--- src/rtl/sa_pkg.sv ---
// Shared constants and state type for the 3x3 systolic-array operand feeder.
package sa_pkg;

    localparam int DW_DEF = 8;
    localparam int N      = 3;

    function automatic int prod_w(input int dw);
        return 2 * dw + 1;
    endfunction

    localparam int PW_DEF = prod_w(DW_DEF);

    localparam int               T_W      = 4;
    localparam logic [T_W-1:0]   FINISH_T = 4'd7;
    localparam logic [T_W-1:0]   T_LAST   = 4'd15;

    typedef enum logic [1:0] {
        ST_IDLE = 2'd0,
        ST_RUN  = 2'd1,
        ST_DONE = 2'd2
    } state_t;

endpackage

--- src/rtl/sa_skew.sv ---
// Diagonal skew: row i of A and column j of B are delayed by i and j cycles
// respectively so matching operands meet at PE(i,j).
module sa_skew
    import sa_pkg::*;
#(
    parameter int DW = DW_DEF
) (
    input  logic                  run_i,
    input  logic [T_W-1:0]        t_i,
    input  logic [N*N*DW-1:0]     a_i,
    input  logic [N*N*DW-1:0]     b_i,
    output logic [N*DW-1:0]       x_o,
    output logic [N*DW-1:0]       y_o
);

    always_comb begin
        x_o = '0;
        y_o = '0;
        if (run_i) begin
            for (int i = 0; i < N; i++) begin
                for (int k = 0; k < N; k++) begin
                    if (int'(t_i) == i + k) begin
                        x_o[i*DW +: DW] = a_i[(N*i + k)*DW +: DW];
                    end
                end
            end
            for (int j = 0; j < N; j++) begin
                for (int k = 0; k < N; k++) begin
                    if (int'(t_i) == k + j) begin
                        y_o[j*DW +: DW] = b_i[(N*k + j)*DW +: DW];
                    end
                end
            end
        end
    end

endmodule

--- src/rtl/sa_feeder.sv ---
// Operand feeder / result collector for a 3x3 systolic array.
// Optional RUN timeout with sticky err: define SA_FEEDER_TIMEOUT_EN.
//
// state   | meaning
// --------+--------------------------------------------------------------
// ST_IDLE | ready for an operand pair, array streams held at zero
// ST_RUN  | sa_start high, skewed streams driven, waiting for sa_finish
// ST_DONE | c_flat holds the result, out_valid high until out_ready
module sa_feeder
    import sa_pkg::*;
#(
    parameter int DW = DW_DEF
) (
    input  logic                        clk,
    input  logic                        rst,
    input  logic                        in_valid,
    output logic                        in_ready,
    input  logic [9*DW-1:0]             a_flat,
    input  logic [9*DW-1:0]             b_flat,
    output logic                        sa_start,
    output logic signed [DW-1:0]        sa_x1,
    output logic signed [DW-1:0]        sa_x2,
    output logic signed [DW-1:0]        sa_x3,
    output logic signed [DW-1:0]        sa_y1,
    output logic signed [DW-1:0]        sa_y2,
    output logic signed [DW-1:0]        sa_y3,
    input  logic                        sa_finish,
    input  logic signed [2*DW:0]        sa_p11,
    input  logic signed [2*DW:0]        sa_p12,
    input  logic signed [2*DW:0]        sa_p13,
    input  logic signed [2*DW:0]        sa_p21,
    input  logic signed [2*DW:0]        sa_p22,
    input  logic signed [2*DW:0]        sa_p23,
    input  logic signed [2*DW:0]        sa_p31,
    input  logic signed [2*DW:0]        sa_p32,
    input  logic signed [2*DW:0]        sa_p33,
    output logic                        out_valid,
    input  logic                        out_ready,
    output logic [9*(2*DW+1)-1:0]       c_flat,
    output logic                        busy,
    output logic                        err
);

    localparam int PW = prod_w(DW);

    state_t                  state_q, state_d;
    logic [T_W-1:0]          t_q, t_d;
    logic [N*N*DW-1:0]       a_q, a_d;
    logic [N*N*DW-1:0]       b_q, b_d;
    logic [N*N*PW-1:0]       c_q, c_d;
    logic [N*N*PW-1:0]       p_flat;
    logic [N*DW-1:0]         x_s, y_s;

`ifdef SA_FEEDER_TIMEOUT_EN
    logic                    err_q, err_d;
`endif

    // Products pass straight through; row-major with p11 in the low slot.
    assign p_flat = {sa_p33, sa_p32, sa_p31,
                     sa_p23, sa_p22, sa_p21,
                     sa_p13, sa_p12, sa_p11};

    always_comb begin
        state_d = state_q;
        t_d     = t_q;
        a_d     = a_q;
        b_d     = b_q;
        c_d     = c_q;
`ifdef SA_FEEDER_TIMEOUT_EN
        err_d   = err_q;
`endif
        unique case (state_q)
            ST_IDLE: begin
                if (in_valid) begin
                    a_d     = a_flat;
                    b_d     = b_flat;
                    t_d     = '0;
                    state_d = ST_RUN;
                end
            end
            ST_RUN: begin
                if (sa_finish) begin
                    c_d     = p_flat;
                    state_d = ST_DONE;
                end
`ifdef SA_FEEDER_TIMEOUT_EN
                else if (t_q == T_LAST) begin
                    err_d   = 1'b1;
                    t_d     = '0;
                    state_d = ST_IDLE;
                end
`endif
                else if (t_q != T_LAST) begin
                    t_d = t_q + 1'b1;
                end
            end
            ST_DONE: begin
                if (out_ready) begin
                    state_d = ST_IDLE;
                end
            end
            default: state_d = ST_IDLE;
        endcase
    end

    always_ff @(posedge clk or posedge rst) begin
        if (rst) begin
            state_q <= ST_IDLE;
            t_q     <= '0;
            a_q     <= '0;
            b_q     <= '0;
            c_q     <= '0;
        end else begin
            state_q <= state_d;
            t_q     <= t_d;
            a_q     <= a_d;
            b_q     <= b_d;
            c_q     <= c_d;
        end
    end

`ifdef SA_FEEDER_TIMEOUT_EN
    always_ff @(posedge clk or posedge rst) begin
        if (rst) begin
            err_q <= 1'b0;
        end else begin
            err_q <= err_d;
        end
    end

    assign err = err_q;
`else
    assign err = 1'b0;
`endif

    sa_skew #(
        .DW (DW)
    ) u_skew (
        .run_i (state_q == ST_RUN),
        .t_i   (t_q),
        .a_i   (a_q),
        .b_i   (b_q),
        .x_o   (x_s),
        .y_o   (y_s)
    );

    assign sa_x1 = x_s[0*DW +: DW];
    assign sa_x2 = x_s[1*DW +: DW];
    assign sa_x3 = x_s[2*DW +: DW];
    assign sa_y1 = y_s[0*DW +: DW];
    assign sa_y2 = y_s[1*DW +: DW];
    assign sa_y3 = y_s[2*DW +: DW];

    assign in_ready  = (state_q == ST_IDLE);
    assign sa_start  = (state_q == ST_RUN);
    assign out_valid = (state_q == ST_DONE);
    assign busy      = (state_q == ST_RUN) || (state_q == ST_DONE);
    assign c_flat    = c_q;

endmodule

--- config.mk ---
export PLATFORM = sky130hd
export DESIGN_NAME = sa_feeder
export DESIGN_NICKNAME = d
export VERILOG_FILES = /design/src/rtl/sa_pkg.sv /design/src/rtl/sa_skew.sv /design/src/rtl/sa_feeder.sv
export SDC_FILE = /design/constraint.sdc
export NUM_CORES = 1
export LEC_CHECK = 0
export ABC_AREA = 1
export CORE_UTILIZATION = 25
export CTS_CLUSTER_SIZE = 24
export DETAILED_ROUTE_END_ITERATION = 8
export HOLD_SLACK_MARGIN = 0.15
export PLACE_DENSITY_LB_ADDON = 0.05
export SLEW_MARGIN = 10
export SYNTH_ARGS = -nofsm -noshare
export SYNTH_HDL_FRONTEND = slang
export SYNTH_SLANG_ARGS = --single-unit
--- constraint.sdc ---
create_clock -name clk -period 14.4 [get_ports clk]
set_clock_uncertainty 0.1 [all_clocks]
set_input_delay 2.88 -clock clk [delete_from_list [all_inputs] [get_ports clk]]
set_output_delay 2.88 -clock clk [all_outputs]
set_load 0.03 [all_outputs]
==> results by group <==
Worst setup path
  – CP Launch Type: flop
  – CP required: 11.42 ns
  – Worst-path fanout max: 40
  – CP endpoint kind: primary output
  – Critical path data arrival time: 3.53 ns
  – Critical path class: flop to primary output

Yosys
  – Avg Inst Size Synth: 12.24 um^2
  – Dominant cells by area after synthesis: dfrtp_1 58%, mux2_2 26%, nor2_1 4.2%, nand2_1 3.4%, nand3_1 2.0%
  – Cell variety after synth: 20
  – Number of synthesized flops with an enable pin: 0
  – Mapped Cells: 1063
  – Post-synthesis sequential area ratio: 58.29%
  – Post-Synthesis Cell Area: 0.01301 mm^2
  – FF+latch count, synth: 303
  – Syn Nets: 1372
  – Synth Flop Type: dfrtp_1
  – Post-synth top area share: 58.29%
  – Ys async rst share: 100.0%
  – Ys Warns: 0
  – Synth area leader: dfrtp_1

Clock tree
  – Reg clk slew, reported paths: 0.05 ns
  – Max clock buf depth: 3
  – CTS tree: yes
  – Clk root buf: clkbuf_16
  – CTS Buf Count: 40
  – CTS Hold Bufs: 0
  – CTS H-tree lvls: 2
  – Post-CTS Setup Inserts: 0
  – Worst-skew pair later-pin latency: 0.55 ns
  – Post-CTS Resized: 0
  – Clock sinks: 303

Outcome
  – Status: finished, final reports clean

Run
  – Max cap viols: 0

Power
  – Leak Pwr: 8.500 nW
  – Pwr/cell area: 234.7 mW/mm^2
  – VDD IR-drop max: 0.1216 mV

Min path
  – Worst hold-check path type: flop to flop

GRT
  – Vias in the first global route: 10910
  – Largest net degree at the start of global routing: 110
  – Grt ovf: 0
  – Initial antenna violation count: 13
  – All-Layer GR Usage: 18.11%
  – First-pass GRT wire length: 71410 um

STA
  – Worst slew pin tran: 1.130 ns
  – Peak Freq: 153.6 MHz
  – Hold Slack: 0.3996 ns
  – Final setup viols: 0
  – Min Clock Period, post-route: 6.511 ns
  – Fin. Hold Viols: 0
  – Max-slew violations: 0
  – Rel. slew slack: 24.37%
  – Final setup TNS: 0 ns
  – RSZ-0062 raised after global routing: no
  – Fin crit share: 45.21%

Die
  – Cell Rows: 83
  – CORE AREA: 0.05141 mm^2
  – Die extent in y: 230.1 um
  – Die area: 0.05295 mm^2
  – Num ports: 508
  – Die width: 230.1 um
  – Initial Util: 25.31%

Layout
  – Layout cell share with drive strength beyond 1: 23.85%
  – Final net count: 1864
  – Area grow syn2layout: 53.93%

Placement
  – DP Wirelength: 34140 um
  – PortBufs: 506
  – Routability cong.: 0.7579

Routing
  – Vias per Instance: 4.315
  – Routed Antenna Nets: 0
  – Via Count: 9791
  – Drt pass-1 iters: 4
  – Residual DRC count: 0
  – Final WL: 47910 um
  – DR WL/cell: 21.12 um
  – DRT iter0 DRCs: 353
[where the power goes]
group	switching (mW)	total (mW)	internal [mW]
registers	0.219	1.51	1.29
clock network	0.397	1.02	0.626
logic	1.17	2.17	1.00
[Yosys cell counts, types with 2 or more instances]
cell type	instances
buf_1	2
buf_2	39
buf_4	6
buf_6	8
clkbuf_1	11
dfrtp_1	303
ha_1	7
inv_1	14
mux2_2	297
nand2_1	117
nand2_2	2
nand3_1	52
nor2_1	146
o21ai_0	46
o21ai_1	8
[cell families (layout without fill, tap and decap cells)]
kind of cell    count (synthesis)  count (layout)  share of synthesized area, %
compound gates                 55              55                         2.135
simple gates                  319             319                         9.820
other cells                     1               5                       0.02883
flops                         303             303                         58.29
mux                           297             297                         25.71
buf+inv                        81             603                         3.347
fa+ha+maj                       7               7                        0.6732
[critical path: stages, from the launching register on]
cell	delay (ns)
dfrtp_1	0.47
nor2_4	0.32
buf_4	0.49
nand2_1	0.56
nor2_1	0.22
nor2_1	0.07
nor2_1	0.09
clkdlybuf4s50_1	0.74
[per-layer routing]
layer | GRT usage (%) | part of all wire, %
met5 | 0 | 0.22
met4 | 4.553 | 1.7
met3 | 7.428 | 9.3
met1 | 21.11 | 40
met2 | 30.62 | 49
[registers in the layout, indices dropped and copies added, names as in the netlist]
| name | count |
|---|---|
| a_q | 72 |
| state_q | 2 |
| b_q | 72 |
| c_flat | 153 |
| t_q | 4 |
[final cells by class]
type / count / area, um^2
Antenna cell: 4 / 10.01
Clock buffer: 63 / 1237
Clock inverter: 9 / 116.4
Fill cell: 5078 / 31380
Inverter: 15 / 63.81
Multi-Input combinational cell: 679 / 5024
Sequential cell: 303 / 7582
Tap cell: 680 / 850.8
Timing Repair Buffer: 516 / 5140
[through the flow]
stage / setup WS, ns / instance area [um^2] / util [%] / instances / power, mW
2_1_floorplan: 3.046 / 13010 / - / 1063 / 2.814
3_3_place_gp: 8.270 / 18660 / 36.30 / 2193 / 3.710
3_5_place_dp: 8.280 / 18660 / 36.30 / 2193 / 3.720
4_1_cts: 7.719 / 20010 / 38.93 / 2265 / 4.784
5_1_grt: 7.530 / 20010 / 38.93 / 2265 / 4.980
6_report: 7.889 / 20020 / 38.95 / 2269 / 4.699
[worst paths after layout]
check	cells past startpoint	from	endpoint	slack (ns)
worst max-delay path	7	t_q[2]	sa_y2[5]	7.89
worst min-delay path	1	a_q[44]	a_q[44]	0.40
worst max register to register	6	state_q[1]	c_flat[80]	10.92
worst min register to register	1	a_q[44]	a_q[44]	0.40
max in group asynchronous	4	rst	c_flat[10]	9.06
min in group asynchronous	2	rst	a_q[41]	2.81
[placed cells by master (no fill, tap or decap), drive strengths merged]
master / netlist / layout
inv: 15 / 17
clkdlybuf4s50: 0 / 506
mux2: 297 / 297
nand2: 119 / 119
buf: 55 / 10
o21ai: 54 / 54
o211ai: 1 / 1
dfrtp: 303 / 303
nor2: 147 / 147
nand3: 52 / 52
clkinv: 0 / 5
clkbuf: 11 / 63
diode: 0 / 4
bufinv: 0 / 2
conb: 1 / 1
nand4: 1 / 1
ha: 7 / 7
Power figures use the tool's default switching activity.
